--- src/rtl/tpu_layer_sched_if.sv ---
// Handshake bundle between the layer sequencer, the top-level controller and the layer engines.
// The master side drives start and the engine done/overflow lines; the slave side is the sequencer.
interface tpu_layer_sched_if #(
  parameter int unsigned NUM_LAYERS = 3
);
  logic                  start;
  logic [NUM_LAYERS-1:0] layer_done;
  logic [NUM_LAYERS-1:0] layer_overflow;
  logic [NUM_LAYERS-1:0] layer_ena;
  logic [NUM_LAYERS-1:0] layer_rst_n;
  logic [1:0]            sel;
  logic                  busy;
  logic                  done;
  logic                  overflow;
  logic                  timeout;
  logic [15:0]           cycles;

  modport master (
    output start, layer_done, layer_overflow,
    input  layer_ena, layer_rst_n, sel, busy, done, overflow, timeout, cycles
  );

  modport slave (
    input  start, layer_done, layer_overflow,
    output layer_ena, layer_rst_n, sel, busy, done, overflow, timeout, cycles
  );
endinterface

--- src/rtl/tpu_layer_sched.sv ---
// Sequences the TPU layer engines over the shared MultAdd/memory bus: launch, local reset,
// wait for a rising done, one-cycle bus bubble, with a per-layer watchdog and run statistics.
module tpu_layer_sched #(
  parameter int unsigned NUM_LAYERS = 3,
  parameter int unsigned TIMEOUT    = 4095
) (
  input  logic                clk,
  input  logic                iRst_n,
  tpu_layer_sched_if.slave    bus
);
  localparam int unsigned NL    = NUM_LAYERS;
  localparam int unsigned WD_W  = 12;
  localparam int unsigned CYC_W = 16;
  localparam logic [1:0]      LAST_SEL = 2'(NUM_LAYERS - 1);
  localparam logic [WD_W-1:0] WD_LIMIT = WD_W'(TIMEOUT);

  localparam logic [2:0] S_IDLE   = 3'd0;
  localparam logic [2:0] S_LAUNCH = 3'd1;
  localparam logic [2:0] S_RUN    = 3'd2;
  localparam logic [2:0] S_NEXT   = 3'd3;
  localparam logic [2:0] S_FINISH = 3'd4;

  logic [2:0]       r_state,  w_state_nxt;
  logic [1:0]       r_sel,    w_sel_nxt;
  logic [NL-1:0]    r_ena,    w_ena_nxt;
  logic [NL-1:0]    r_rst_n,  w_rst_n_nxt;
  logic             r_busy,   w_busy_nxt;
  logic             r_done,   w_done_nxt;
  logic             r_ovf,    w_ovf_nxt;
  logic             r_to,     w_to_nxt;
  logic [CYC_W-1:0] r_cycles, w_cycles_nxt;
  logic [WD_W-1:0]  r_wdog,   w_wdog_nxt;
  logic             r_dprev,  w_dprev_nxt;
  logic [NL-1:0]    w_onehot;
  logic             w_sel_done;
  logic             w_sel_ovf;

  assign w_sel_done = bus.layer_done[r_sel];
  assign w_sel_ovf  = bus.layer_overflow[r_sel];

  // State and registered outputs
  always_ff @(posedge clk or negedge iRst_n) begin
    if (!iRst_n) begin
      r_state  <= S_IDLE;
      r_sel    <= '0;
      r_ena    <= '0;
      r_rst_n  <= '1;
      r_busy   <= 1'b0;
      r_done   <= 1'b0;
      r_ovf    <= 1'b0;
      r_to     <= 1'b0;
      r_cycles <= '0;
      r_wdog   <= '0;
      r_dprev  <= 1'b0;
    end else begin
      r_state  <= w_state_nxt;
      r_sel    <= w_sel_nxt;
      r_ena    <= w_ena_nxt;
      r_rst_n  <= w_rst_n_nxt;
      r_busy   <= w_busy_nxt;
      r_done   <= w_done_nxt;
      r_ovf    <= w_ovf_nxt;
      r_to     <= w_to_nxt;
      r_cycles <= w_cycles_nxt;
      r_wdog   <= w_wdog_nxt;
      r_dprev  <= w_dprev_nxt;
    end
  end

  // Next state; engine strobes are derived from the next state so they line up with it
  always_comb begin
    w_state_nxt  = r_state;
    w_sel_nxt    = r_sel;
    w_ena_nxt    = '0;
    w_rst_n_nxt  = '1;
    w_busy_nxt   = r_busy;
    w_done_nxt   = 1'b0;
    w_ovf_nxt    = r_ovf;
    w_to_nxt     = r_to;
    w_cycles_nxt = r_cycles;
    w_wdog_nxt   = r_wdog;
    w_dprev_nxt  = r_dprev;
    w_onehot     = '0;

    if (r_state != S_IDLE && r_cycles != '1) begin
      w_cycles_nxt = r_cycles + CYC_W'(1);
    end

    case (r_state)
      S_IDLE: begin
        if (bus.start) begin
          w_ovf_nxt    = 1'b0;
          w_to_nxt     = 1'b0;
          w_cycles_nxt = '0;
          w_sel_nxt    = '0;
          w_busy_nxt   = 1'b1;
          w_state_nxt  = S_LAUNCH;
        end
      end
      S_LAUNCH: begin
        // Preload the edge register so a done left high across the local reset is not a completion
        w_wdog_nxt  = '0;
        w_dprev_nxt = 1'b1;
        w_state_nxt = S_RUN;
      end
      S_RUN: begin
        w_wdog_nxt  = r_wdog + WD_W'(1);
        w_dprev_nxt = w_sel_done;
        if (w_sel_done && !r_dprev) begin
          w_state_nxt = S_NEXT;
        end else if (r_wdog == WD_LIMIT) begin
          w_to_nxt    = 1'b1;
          w_state_nxt = S_FINISH;
        end
      end
      S_NEXT: begin
        w_ovf_nxt = r_ovf | w_sel_ovf;
        if (r_sel == LAST_SEL) begin
          w_state_nxt = S_FINISH;
        end else begin
          w_sel_nxt   = r_sel + 2'd1;
          w_state_nxt = S_LAUNCH;
        end
      end
      S_FINISH: begin
        w_busy_nxt  = 1'b0;
        w_state_nxt = S_IDLE;
      end
      default: w_state_nxt = S_IDLE;
    endcase

    w_onehot = NL'(1) << w_sel_nxt;
    if (w_state_nxt == S_LAUNCH) begin
      w_ena_nxt   = w_onehot;
      w_rst_n_nxt = ~w_onehot;
    end else if (w_state_nxt == S_RUN) begin
      w_ena_nxt = w_onehot;
    end
    w_done_nxt = (w_state_nxt == S_FINISH);
  end

  assign bus.layer_ena   = r_ena;
  assign bus.layer_rst_n = r_rst_n;
  assign bus.sel         = r_sel;
  assign bus.busy        = r_busy;
  assign bus.done        = r_done;
  assign bus.overflow    = r_ovf;
  assign bus.timeout     = r_to;
  assign bus.cycles      = r_cycles;
endmodule
--- src/flat_wrapper.sv ---
// flat-port wrapper written by rule: the top's interface ports become plain ports
module tpu_layer_sched_flat 
#(
  parameter int unsigned NUM_LAYERS = 3,
  parameter int unsigned TIMEOUT    = 4095
)
  (clk, iRst_n, bus_start, bus_layer_done, bus_layer_overflow, bus_layer_ena, bus_layer_rst_n, bus_sel, bus_busy, bus_done, bus_overflow, bus_timeout, bus_cycles);
  tpu_layer_sched_if #(.NUM_LAYERS(NUM_LAYERS)) bus_i ();
  input  logic clk;
  input  logic iRst_n;
  input wire logic [$bits(bus_i.start)-1:0] bus_start;
  input wire logic [$bits(bus_i.layer_done)-1:0] bus_layer_done;
  input wire logic [$bits(bus_i.layer_overflow)-1:0] bus_layer_overflow;
  output wire logic [$bits(bus_i.layer_ena)-1:0] bus_layer_ena;
  output wire logic [$bits(bus_i.layer_rst_n)-1:0] bus_layer_rst_n;
  output wire logic [$bits(bus_i.sel)-1:0] bus_sel;
  output wire logic [$bits(bus_i.busy)-1:0] bus_busy;
  output wire logic [$bits(bus_i.done)-1:0] bus_done;
  output wire logic [$bits(bus_i.overflow)-1:0] bus_overflow;
  output wire logic [$bits(bus_i.timeout)-1:0] bus_timeout;
  output wire logic [$bits(bus_i.cycles)-1:0] bus_cycles;
  assign bus_i.start = bus_start;
  assign bus_i.layer_done = bus_layer_done;
  assign bus_i.layer_overflow = bus_layer_overflow;
  assign bus_layer_ena = bus_i.layer_ena;
  assign bus_layer_rst_n = bus_i.layer_rst_n;
  assign bus_sel = bus_i.sel;
  assign bus_busy = bus_i.busy;
  assign bus_done = bus_i.done;
  assign bus_overflow = bus_i.overflow;
  assign bus_timeout = bus_i.timeout;
  assign bus_cycles = bus_i.cycles;
  tpu_layer_sched #(.NUM_LAYERS(NUM_LAYERS), .TIMEOUT(TIMEOUT)) u_core (.clk(clk), .iRst_n(iRst_n), .bus(bus_i));
endmodule
--- config.mk ---
export PLATFORM = sky130hd
export DESIGN_NAME = tpu_layer_sched_flat
export DESIGN_NICKNAME = d
export VERILOG_FILES = /design/src/rtl/tpu_layer_sched_if.sv /design/src/rtl/tpu_layer_sched.sv /design/src/flat_wrapper.sv
export SDC_FILE = /design/constraint.sdc
export NUM_CORES = 1
export LEC_CHECK = 0
export BUFFER_PORTS_ARGS = -buffer_cell sky130_fd_sc_hd__clkbuf_2
export CAP_MARGIN = 20
export CORE_MARGIN = 8
export CORE_UTILIZATION = 39
export DETAILED_ROUTE_END_ITERATION = 7
export GPL_TIMING_DRIVEN = 0
export MAX_ROUTING_LAYER = met4
export PLACE_DENSITY = 0.58
export SLEW_MARGIN = 0
export SYNTH_ARGS = -nofsm -noshare
export SYNTH_HDL_FRONTEND = slang
export SYNTH_SLANG_ARGS = --single-unit
--- constraint.sdc ---
create_clock -name clk -period 4.05 [get_ports clk]
set_input_delay 0.81 -clock clk [delete_from_list [all_inputs] [get_ports clk]]
set_output_delay 0.81 -clock clk [all_outputs]
set_load 0.1 [all_outputs]
# Word-level counts from Yosys, hierarchy flattened

Cells that the tools add are included.

Add/subtract/negate cells: 3
Magnitude comparators: 1
Eq/ne operators: 13
Shift-type cells: 1
Multiplexer cells: 27
Bitwise logic cells: 2
Reductions and logical operators: 12

Operators with widths:

| kind                                               | count |
|---|---|
| two-way mux 16 bit                                 | 3 |
| one-hot mux 12 bit (2 select lines)                | 1 |
| two-way mux 3 bit                                  | 7 |
| adder 16 x 1 -> 16 bit, second input constant      | 1 |
| != test 16 bit, second input constant              | 1 |
| adder 12 x 1 -> 12 bit, second input constant      | 1 |
| == test 12 bit, second input constant              | 1 |
| one-hot mux 3 bit (4 select lines)                 | 1 |
| == test 3 x 2 -> 1 bit, second input constant      | 3 |
| one-hot mux 1 bit (2 select lines)                 | 4 |
| nonzero test 2 bit                                 | 4 |
| == test 3 x 1 -> 1 bit, second input constant      | 2 |
| == test 3 bit, second input constant               | 2 |
| two-way mux 1 bit                                  | 6 |
| binary-select mux 1 bit (select 2 bit)             | 2 |
| two-way mux 2 bit                                  | 2 |
| != test 2 bit, second input constant               | 2 |
| one-hot mux 2 bit (2 select lines)                 | 1 |
| AND reduction 2 bit                                | 2 |
| AND reduction 4 bit                                | 1 |
| logical NOT 3 bit                                  | 1 |
| < comparator 2 x 3 -> 1 bit, second input constant | 1 |
| NOT 3 bit                                          | 1 |
| nonzero test 3 bit                                 | 1 |
| other kinds (7)                                    | 8 |

Flip-flop bits (word level): 44
Bits of input ports: 9
Output and inout port bits: 28
Word-level logic and storage cells: 70

# Longest topological paths before layout

Gate-level depths: netlist of run 1.

Word-level depth: 8
Mapped depth: 7
Depth with buffers taken out: 6

# Least setup slack after synthesis of run 1

OpenSTA, ideal clock, no wires.

Path kind: register -> register
Start: register u_core.r_cycles[0] (netlist: u_core.bus.cycles[0])
End: register u_core.r_cycles[1] (netlist: u_core.bus.cycles[1])
Library setup time: 0.122 ns
Data arrival time: 2.399 ns
Required time: 3.928 ns
Path slack: 1.529 ns
Stages on the path, launching flop included: 7
Path buffers: 1
Period minus slack after synthesis: 2.521 ns
Cells stage by stage: dfrtp_1 > ha_1 > nand3_1 > or3_1 > clkbuf_1 > or2_1 > a32o_1

Cells in the longest elaborated chain, start to end: 5
Elaborated cells between the ends (all ways): 6
Classes of those cells: add/sub: 1; eq/ne: 1; mux: 3; reduce/logical: 1

RTL lines:

| element                                                        | line                  | text |
|---|---|---|
| start, declared                                                | tpu_layer_sched.sv:31 | `logic [CYC_W-1:0] r_cycles, w_cycles_nxt;` |
| start signal, assigned                                         | tpu_layer_sched.sv:64 | `r_cycles <= w_cycles_nxt;` |
| branches (longest 2 deep; another with adder 16 x 1 -> 16 bit) | --                    |  |
| two-way mux 16 bit (*)                                         | tpu_layer_sched.sv:85 | `if (r_state != S_IDLE && r_cycles != '1) begin` |
| two-way mux 16 bit                                             | tpu_layer_sched.sv:91 | `if (bus.start) begin` |
| two-way mux 16 bit (*)                                         | tpu_layer_sched.sv:89 | `case (r_state)` |
| net u_core.w_cycles_nxt[1]                                     | tpu_layer_sched.sv:31 |  |

Mark *: on every way through the listed nets, which the timed path passes.
A chain may end at the register's enable or synchronous reset.

# Final worst setup path of run 1

Start: register u_core.r_cycles[7] (netlist: u_core.bus.cycles[7])
End: output bus_cycles[7]

RTL lines:

| element       | line               | text |
|---|---|---|
| end, declared | flat_wrapper.sv:21 | `output wire logic [$bits(bus_i.cycles)-1:0] bus_cycles;` |

No word-level cell between the ends.

==> results of run 1 <==
cell usage in the layout, fill, tap and decap left out, types with 6 or more instances in the layout:
cell type,n
clkbuf_2,36
and3_1,6
mux2i_1,10
clkbuf_1,9
nand2_1,23
nor2_1,12
nand3_1,8
a21oi_1,12
a31oi_1,7
dfrtp_1,41
clkbuf_8,6
o21ai_0,25
nand4_1,7
o31ai_1,6
where the power goes:
part	internal, mW	switching, mW	leakage [nW]
Clock	0.136	0.150	0.0510
Sequential	0.527	0.0698	0.580
Combinational	0.229	0.712	0.578
Total	0.892	0.932	1.21
through the flow:
| step | power, mW | instances | instance area, um^2 | util |
|---|---|---|---|---|
| floorplan | 1.357 | 242 | 2316 | - |
| global placement | 1.541 | 353 | 2590 | 0.4454 |
| detailed placement | 1.552 | 354 | 2610 | 0.4488 |
| CTS | 1.846 | 362 | 2703 | 0.4647 |
| global route | 1.948 | 362 | 2703 | 0.4647 |
| finish | 1.824 | 362 | 2703 | 0.4647 |
cell families (layout without fill, tap and decap cells):
logic type,Yosys count,count (layout),synth area share
adder cells (fa/ha/maj),4,4,0.02161
AND/OR/NAND/NOR,95,95,0.2328
buffers and inverters,17,62,0.03026
flip-flops,44,44,0.4770
multiplexers,10,10,0.04322
AO/OA/AOI/OAI,72,72,0.1950
worst register-to-register path, cell delays in order (launching register included):
cell and delay [ns]:
dfrtp_1 0.46, ha_1 0.22, nand3_1 0.17, or3_1 0.34, clkbuf_1 0.19, or2_1 0.31
a32o_1 0.23
metal layers:
layer / global-route usage / up-vias / share of wire
met5: - / - / 0
met4: 0.04027 / 0 / 0.011
met3: 0.03285 / 6 / 0.046
met2: 0.2130 / 32 / 0.47
met1: 0.1631 / 957 / 0.48
li1: - / 1001 / -
sequential cells by signal, indices dropped and copies added, names as in the netlist:
register	cells
u_core.bus.cycles	16
u_core.r_wdog	12
u_core.bus.layer_ena	3
u_core.bus.layer_rst_n	3
u_core.r_state	3
u_core.bus.sel	2
u_core.bus.busy	1
u_core.bus.done	1
u_core.bus.overflow	1
u_core.bus.timeout	1
u_core.r_dprev	1
cell type report:
type / instances / area [um^2] / share of cell area
inverter: 5 / 18.77 / 0.006944
sequential: 44 / 1105 / 0.4088
buffer: 12 / 51.30 / 0.01898
clock buffer: 6 / 82.58 / 0.03056
tap: 75 / 93.84 / 0.03472
multi-input combinational: 181 / 1141 / 0.4222
clock inverter: 2 / 10.01 / 0.003704
timing repair buffer: 37 / 200.2 / 0.07407
worst max path at each step:
stage / cells after the start / slack [ns] / to
after global placement: 6 / 1.81 / u_core.bus.cycles[10]
after CTS: 1 / 1.94 / bus_cycles[7]
after floorplan: 6 / 1.53 / u_core.bus.cycles[1]
after global routing: 6 / 1.85 / u_core.r_wdog[8]
final: 1 / 1.96 / bus_cycles[7]
after detailed placement: 6 / 1.82 / u_core.bus.cycles[7]
==> impl_metrics.yaml, run 1 <==
logic_synthesis:
  synth_top_cell_by_area: "dfrtp_1"
  ys_top_cells_by_area: "dfrtp_1 44%, o21ai_0 5.4%, mux2i_1 4.3%"
  synth-edff-count: 0
  async_flop_share: 1.000
  synth_warnings: 0
  synth_seq_cells: 44
  synth_area_um2: 2316
  yosys_most_used_dff: "dfrtp_1"
  synth.most_common_cell: "dfrtp_1"
  synth_fp_nets: 255
  yosysUniqueCellTypes: 50
  ys_top_cells_by_count: "41 x dfrtp_1, 25 x o21ai_0, 23 x nand2_1, 12 x a21oi_1, 12 x nor2_1"
  synthCells: 242
  synth.top_cell.area_share: 0.4430
  synth_seq_area_share: 0.4770
  syn-mean-instance-area_um2: 9.570
clocking:
  cts-buffers-inserted: 5
  cts_root_buffer: "clkbuf_8"
  clock_sinks: 44
  post_cts.repair.setup_buffers: 0
  post_cts_resized: 0
  clk_path_buf_depth: 2
  clk_pin_slew_ns: 0.08
  cts.hold.buffers_added: 0
  clk_latency_ns: 0.29
  cts_tree: "built"
  htree_levels: 2
die:
  coreArea_um2: 5816
  start_util: 0.3982
  fp-row-count: 28
  io_pins: 37
  die_w_um: 93.06
  dieArea_um2: 8660
  die_height_um: 93.06
setup_path:
  critPathMaxFanout: 9
  worstSetupPathType: "reg -> out"
  cp-start-kind: "register"
  cpPeakStageDelay_ns: 0.51
  worstReg2RegEnd: "u_core.bus.cycles[1]"
  required_ns: 3.24
  slowest_stage: "clkbuf_2"
  ff2ff_path_depth: 6
  arrival_ns: 1.28
  r2r_slack_ns: 2.02
  critPathTopFamily: "buffers and inverters"
  crit_buf_inv: 1
  end_kind: "output pin"
  reg2reg_from: "u_core.bus.cycles[0]"
  critical_path.cell_chain: "clkbuf_2"
  cp-startpoint: "u_core.bus.cycles[7]"
global_route:
  grt-ovfl-total: 0
  antenna_found_initial: 0
  first_global_vias: 1960
  track_usage: 0.1335
  grt_pass1_wl_um: 9356
  grt_max_degree: 35
cells_and_area:
  nets: 299
  n_antenna_cell: 0
  area_growth_syn_to_layout_pct: 16.69
  fillers: 591
  drive_above_1_share: 0.1951
sta:
  tightest_slew_ns: 0.7085
  slew_violations: 0
  postLayoutSetupSlackWorst_ns: 1.955
  finalHoldViolations: 0
  worst_hold_slack_ns: 0.3876
  relSlewSlack: 0.5259
  tns_ns: 0
  fin_crit_sh: 0.5172
  setup_viol: 0
  rsz0062_at_grt: "false"
  clock_skew_ns: 0.004223
  post-route-min-period_ns: 2.095
  max_freq_mhz: 477.4
detailed_routing:
  wirelength_um: 5366
  drtIter0Drc: 54
  postRouteAntennaNets: 0
  drc: 0
  wl_per_cell_um: 14.82
  drtPass1Iterations: 4
  via_count: 1996
  vias_per_cell: 5.514
placed_design:
  hpwl_um: 3899
  gp_congestion: 0.8227
  post-place-ws_ns: 1.817
  numPortBuffers: 36
run_status:
  outcome: "finished, final reports clean"
power_and_ir_drop:
  p_per_area_nw_per_um2: 674.9
  leakage_nw: 1.209
  ir_worst_vdd_v: 0.0004160
worst_hold_path:
  hold_path_class: "in -> async"
job:
  cap_violations: 0
No activity file was read; power rests on OpenSTA's default activity.
==> inputs of run 2 (changes only) <==
--- a/config.mk
+++ b/config.mk
@@ -5,6 +5,7 @@
 export SDC_FILE = /design/constraint.sdc
 export NUM_CORES = 1
 export LEC_CHECK = 0
+export ABC_AREA = 1
 export BUFFER_PORTS_ARGS = -buffer_cell sky130_fd_sc_hd__clkbuf_2
 export CAP_MARGIN = 20
 export CORE_MARGIN = 8
@@ -12,7 +13,7 @@
 export DETAILED_ROUTE_END_ITERATION = 7
 export GPL_TIMING_DRIVEN = 0
 export MAX_ROUTING_LAYER = met4
-export PLACE_DENSITY = 0.58
+export PLACE_DENSITY = 0.57
 export SLEW_MARGIN = 0
 export SYNTH_ARGS = -nofsm -noshare
 export SYNTH_HDL_FRONTEND = slang
==> constraint.sdc (replaced) <==
create_clock -name clk -period 2.1 [get_ports clk]
set_input_delay 0.42 -clock clk [delete_from_list [all_inputs] [get_ports clk]]
set_output_delay 0.42 -clock clk [all_outputs]
set_load 0.1 [all_outputs]
==> run 2 against run 1 <==
  * The flow now finishes with violations (hold timing)
  * Total power rose to 2.7 times the previous value
  * Highest routed layer unchanged
  * Clock skew increased by 0.0085 ns
  * Final cell count rose by 27%
  * Sequential share of layout area decreased by 2.1 points
  * Critical path type is now reg -> reg
  * Global-route usage is 0.91 points higher
==> impl_metrics.yaml, run 2 <==
run_status:
  outcome: "complete, but fails checks"
  failed_checks: "hold timing"
power_and_ir_drop:
  leakage_nw: 1.461
  ir_worst_vdd_v: 0.001194
  p_per_area_nw_per_um2: 1697
  total_power_mw: 4.844
clocking:
  cts_root_buffer: "clkbuf_8"
  post_cts_resized: 0
  cts_tree: "built"
  clk_path_buf_depth: 2
  clk_pin_slew_ns: 0.09
  htree_levels: 2
  post_cts.repair.setup_buffers: 0
  cts-buffers-inserted: 5
  clk_latency_ns: 0.31
  clock_sinks: 44
  cts.hold.buffers_added: 0
logic_synthesis:
  ys_top_cells_by_count: "92 x nand2_1, 50 x inv_1, 48 x nor2_1, 41 x dfrtp_1, 30 x nand3_1"
  syn-mean-instance-area_um2: 7.262
  synth_top_cell_by_area: "dfrtp_1"
  synth.most_common_cell: "nand2_1"
  yosys_most_used_dff: "dfrtp_1"
  synth-simple-area-share: 0.3103
  synth_seq_area_share: 0.4514
  synth_area_um2: 2447
  synth-edff-count: 0
  synth-compound-area-share: 0.1155
  synth_mux_area_frac: 0
  ys_top_cells_by_area: "dfrtp_1 42%, nand2_1 14%, inv_1 7.7%"
  synth_xor_area_frac: 0.01074
  synth_fp_nets: 350
  synthAdderAreaFrac: 0.02045
  synthCells: 337
  synth.top_cell.area_share: 0.4192
  synth_seq_cells: 44
  synth_warnings: 0
  yosysUniqueCellTypes: 31
  synth_top_family_by_area: "simple AND/OR/NAND/NOR gates"
  async_flop_share: 1.000
setup_path:
  crit_buf_inv: 2
  critical_path.cell_chain: "ha_1 > inv_1 > nor2_2 > nand2_1 > nor2_1 > nor2_1 > buf_6 > o21ai_0 > nand3_1 > nand2_1"
  cp-start-kind: "register"
  required_ns: 2.31
  arrival_ns: 2.15
  end_kind: "register"
  critPathMaxFanout: 10
  worstSetupPathType: "reg -> reg"
  slowest_stage: "dfrtp_2"
  cpPeakStageDelay_ns: 0.44
  critPathTopFamily: "simple AND/OR/NAND/NOR gates"
cells_and_area:
  fin_cells: 459
  area_growth_syn_to_layout_pct: 16.62
  final_area_um2: 2854
  nets: 394
  drive_above_1_share: 0.1623
  fillers: 612
  finish.utilization: 0.4600
  largest_reg_flops: 16
  layout_commonest_cell: "nand2_1"
  n_antenna_cell: 0
  final_cell_mix: "92 x nand2_1, 50 x inv_1, 48 x nor2_1"
global_route:
  grt_max_degree: 36
  first_global_vias: 2184
  grt_pass1_wl_um: 9977
  antenna_found_initial: 0
  grt-ovfl-total: 0
  track_usage: 0.1426
sta:
  finalHoldViolations: 9
  worst_hold_slack_ns: -0.009220
  relSlewSlack: 0.6367
  postLayoutSetupSlackWorst_ns: 0.1529
  max_freq_mhz: 513.6
  tns_ns: 0
  tightest_slew_ns: 0.5472
  setup_viol: 0
  clock_skew_ns: 0.01274
  post-route-min-period_ns: 1.947
  fin_crit_sh: 0.9272
  slew_violations: 0
  rsz0062_at_grt: "false"
placed_design:
  gp_congestion: 0.8252
  numPortBuffers: 36
  post-place-ws_ns: 0.1884
  hpwl_um: 4314
  placedCellCount: 451
  dpl-instance-area_um2: 2746
die:
  dieArea_um2: 9066
  die_w_um: 95.22
  io_pins: 37
  start_util: 0.3944
  fp-row-count: 29
  die_height_um: 95.22
  coreArea_um2: 6205
worst_hold_path:
  hold_path_class: "in -> async"
detailed_routing:
  postRouteAntennaNets: 0
  drc: 0
  drtIter0Drc: 88
  wl_per_cell_um: 12.78
  wirelength_um: 5868
  via_count: 2210
  vias_per_cell: 4.815
  drtPass1Iterations: 4
job:
  cap_violations: 0
[run 2: changes by cell type in the layout (fill, tap and decap cells not counted), sizes merged, moves of 6 or more]
cell | before | now
nand2 | 23 | 93
inv | 5 | 52
nand3 | 9 | 30
clkbuf | 51 | 42
and3 | 6 | 0
mux2i | 10 | 0
a21oi | 12 | 6
nor2 | 12 | 49
a31oi | 7 | 1
[run 2: final timing paths]
path / startpoint / end / slack (ns) / cells after the start
min in group clk: bus_start / u_core.bus.cycles[11] / 0.31 / 2
worst min-delay path: iRst_n / u_core.bus.cycles[12] / -0.009 / 1
max in group asynchronous: iRst_n / u_core.bus.layer_rst_n[0] / 1.54 / 2
worst min register to register: u_core.bus.overflow / u_core.bus.overflow / 0.50 / 2
worst max register to register: u_core.bus.cycles[0] / u_core.bus.cycles[6] / 0.15 / 10
worst max-delay path: u_core.bus.cycles[0] / u_core.bus.cycles[6] / 0.15 / 10
[run 2: layer usage]
layer | vias to the layer above | track usage | routed length, um
li1 | 1159 | - | -
met4 | 0 | 0.05072 | 89
met5 | - | - | 0
met2 | 44 | 0.2278 | 2772
met3 | 9 | 0.02835 | 257
met1 | 998 | 0.1748 | 2749
[run 2: layout make-up]
class                   instances  area [um^2]  share of cell area
multi-input cells             237         1119              0.3919
flip-flops and latches         44         1107              0.3880
repair buffers                 37        200.2             0.07014
inverters                      52        195.2             0.06839
well taps                      77        96.34             0.03376
clock buffers                   6        72.57             0.02543
clock inverters                 2        35.03             0.01228
plain buffers                   4        28.78             0.01008
[run 2: cells by family after synthesis]
family | Yosys count
AO/OA/AOI/OAI | 48
XOR/XNOR | 3
adder cells (fa/ha/maj) | 4
buffers and inverters | 56
flip-flops | 44
AND/OR/NAND/NOR | 182
[run 2: power breakdown]
part / total, mW / internal [mW] / switching (mW)
Combinational: 2.82 / 0.588 / 2.23
Clock: 0.665 / 0.354 / 0.311
Sequential: 1.36 / 1.11 / 0.253
[run 2: worst register-to-register path, cell delays in order, from the launching register on]
cell and delay, ns:
dfrtp_2 0.44, ha_1 0.25, inv_1 0.07, nor2_2 0.05, nand2_1 0.15, nor2_1 0.10
nor2_1 0.35, buf_6 0.21, o21ai_0 0.10, nand3_1 0.08, nand2_1 0.05
==> inputs of run 3 (changes only) <==
--- a/config.mk
+++ b/config.mk
@@ -14,7 +14,6 @@
 export GPL_TIMING_DRIVEN = 0
 export MAX_ROUTING_LAYER = met4
 export PLACE_DENSITY = 0.57
-export SLEW_MARGIN = 0
 export SYNTH_ARGS = -nofsm -noshare
 export SYNTH_HDL_FRONTEND = slang
 export SYNTH_SLANG_ARGS = --single-unit
==> constraint.sdc (replaced) <==
create_clock -name clk -period 2.15 [get_ports clk]
set_input_delay 0.215 -clock clk [delete_from_list [all_inputs] [get_ports clk]]
set_output_delay 0.215 -clock clk [all_outputs]
set_load 0.1 [all_outputs]
==> run 3 against run 2 <==
  * Critical path depth unchanged
  * Die area unchanged
  * Fmax increased by 0.58%
  * Via count increased by 0.23%
  * Total power decreased by 2.3%
  * Final cell count increased by 0.22%
  * Utilization increased by 0.16 points
  * Register-to-register slack improved by 0.06 ns
  * The run now ends clean
  * Non-clock buffer count increased by 1
==> impl_metrics.yaml, run 3 (same netlist as run 2, synthesis figures left out) <==
power_and_ir_drop:
  leakage_nw: 1.465
  internal_power_mw: 2.003
  combinationalPowerShare: 0.582
  p_per_area_nw_per_um2: 1652
  switching_share: 0.5766
  pwr-share-clk: 0.137
  p_switching_mw: 2.728
  ir_worst_vdd_v: 0.001166
  pwr-share-seq: 0.281
die:
  fp-row-count: 29
  start_util: 0.3944
  die_height_um: 95.22
  dieArea_um2: 9066
  io_pins: 37
  die_w_um: 95.22
  coreArea_um2: 6205
clocking:
  clock_sinks: 44
  htree_levels: 2
  clk_path_buf_depth: 2
  clk_latency_ns: 0.31
  cts-buffers-inserted: 5
  clk_pin_slew_ns: 0.09
  cts_tree: "built"
  cts_root_buffer: "clkbuf_8"
detailed_routing:
  drtPass1Iterations: 4
  via_count: 2215
  postRouteAntennaNets: 0
  wl_met3_um: 232
  wl_per_cell_um: 12.73
  vias_per_cell: 4.815
  drc: 0
  drtIter0Drc: 73
  wirelength_um: 5858
  wl_met1_um: 2779
  met2RoutedLength_um: 2756
  top_layer: "met4"
sta:
  slew_violations: 0
  clock_skew_ns: 0.01272
  fin_crit_sh: 0.9004
  tightest_slew_ns: 0.5472
  tns_ns: 0
  setup_viol: 0
  relSlewSlack: 0.6367
  post-route-min-period_ns: 1.936
  rsz0062_at_grt: "false"
  finalHoldViolations: 0
  max_freq_mhz: 516.6
cells_and_area:
  largest_reg_flops: 16
  fillers: 610
  final_cell_mix: "92 x nand2_1, 50 x inv_1, 48 x nor2_1"
  drive_above_1_share: 0.1619
  finish.utilization: 0.4616
  fin_cells: 460
  layout_commonest_cell: "nand2_1"
  area_growth_syn_to_layout_pct: 17.02
  nets: 395
  n_antenna_cell: 0
placed_design:
  gp_congestion: 0.8252
  hpwl_um: 4314
  numPortBuffers: 36
  placedCellCount: 451
worst_hold_path:
  hold_path_class: "in -> reg"
setup_path:
  critPathTopFamily: "simple AND/OR/NAND/NOR gates"
  cpPeakStageDelay_ns: 0.44
  critical_path.cell_chain: "ha_1 > inv_1 > nor2_2 > nand2_1 > nor2_1 > nor2_1 > buf_6 > o21ai_0 > nand3_1 > nand2_1"
  required_ns: 2.36
  crit_buf_inv: 2
  critPathMaxFanout: 10
  slowest_stage: "dfrtp_2"
  cp-start-kind: "register"
  end_kind: "register"
  arrival_ns: 2.14
  worstSetupPathType: "reg -> reg"
global_route:
  grt-ovfl-total: 0
  grt_pass1_wl_um: 9977
  antenna_found_initial: 0
  first_global_vias: 2184
  track_usage: 0.1426
  grt_max_degree: 36
run_status:
  outcome: "finished, final reports clean"
job:
  cap_violations: 0
-- run 3: cell types whose count changed in the layout (fill, tap and decap cells not counted) --
| cell | change |
|---|---|
| dlygate4sd3_1 | +1 |
-- run 3: routing by layer --
metal	track usage	vias up
met2	0.2278	43
met5	-	-
li1	-	1163
met1	0.1748	1000
met4	0.05072	0
met3	0.02835	9
-- run 3: per-stage QoR --
step	area, um^2	hold WS [ns]	total power, mW	setup WS [ns]
final	2864	0.1021	4.732	0.2142
after global routing	2864	0.1075	5.041	0.09197
after CTS	2864	0.1038	4.767	0.2183
after detailed placement	2746	0.1290	4.109	0.2384
after global placement	2726	0.4259	4.086	0.2397
after floorplan	2450	-0.08059	3.564	0.06996
-- run 3: final timing paths --
path | from | to | slack [ns] | depth (start not counted)
worst max-delay path | u_core.bus.cycles[0] | u_core.bus.cycles[6] | 0.21 | 10
worst min-delay path | bus_start | u_core.bus.cycles[11] | 0.10 | 2
worst max register to register | u_core.bus.cycles[0] | u_core.bus.cycles[6] | 0.21 | 10
worst min register to register | u_core.bus.overflow | u_core.bus.overflow | 0.50 | 2
max in group asynchronous | iRst_n | u_core.bus.layer_rst_n[0] | 1.26 | 3
min in group asynchronous | iRst_n | u_core.bus.cycles[12] | 0.32 | 2
-- run 3: repair_timing --
| item | CTS | global route |
|---|---|---|
| gates resized for setup | 0 | 0 |
| setup buffers | 0 | 0 |
| hold buffers | 1 | 0 |
| endpoints found under the hold margin | 9 | 0 |
-- run 3: layout make-up --
cell class	count	area [um^2]	share of cell area
Sequential cell	44	1107	0.3866
Clock buffer	6	72.57	0.02534
Timing Repair Buffer	38	210.2	0.07339
Buffer	4	28.78	0.01005
Tap cell	77	96.34	0.03364
Multi-Input combinational cell	237	1119	0.3906
Clock inverter	2	35.03	0.01223
Inverter	52	195.2	0.06815
-- run 3: power by group through the flow --
stage / registers [mW] / clock network, mW / logic [mW]
floorplan: 2.49 / 0 / 1.08
global placement: 1.35 / 0 / 2.74
detailed placement: 1.35 / 0 / 2.76
CTS: 1.33 / 0.667 / 2.77
global route: 1.37 / 0.695 / 2.97
finish: 1.33 / 0.650 / 2.75
-- run 3: worst reg2reg max path: cells and delay by family, from the launching register on --
kind                     cells  cell delay (ns)
flip-flops                   1             0.44
buffers and inverters        2             0.28
AO/OA/AOI/OAI                1             0.10
adder cells (fa/ha/maj)      1             0.25
AND/OR/NAND/NOR              6             0.77
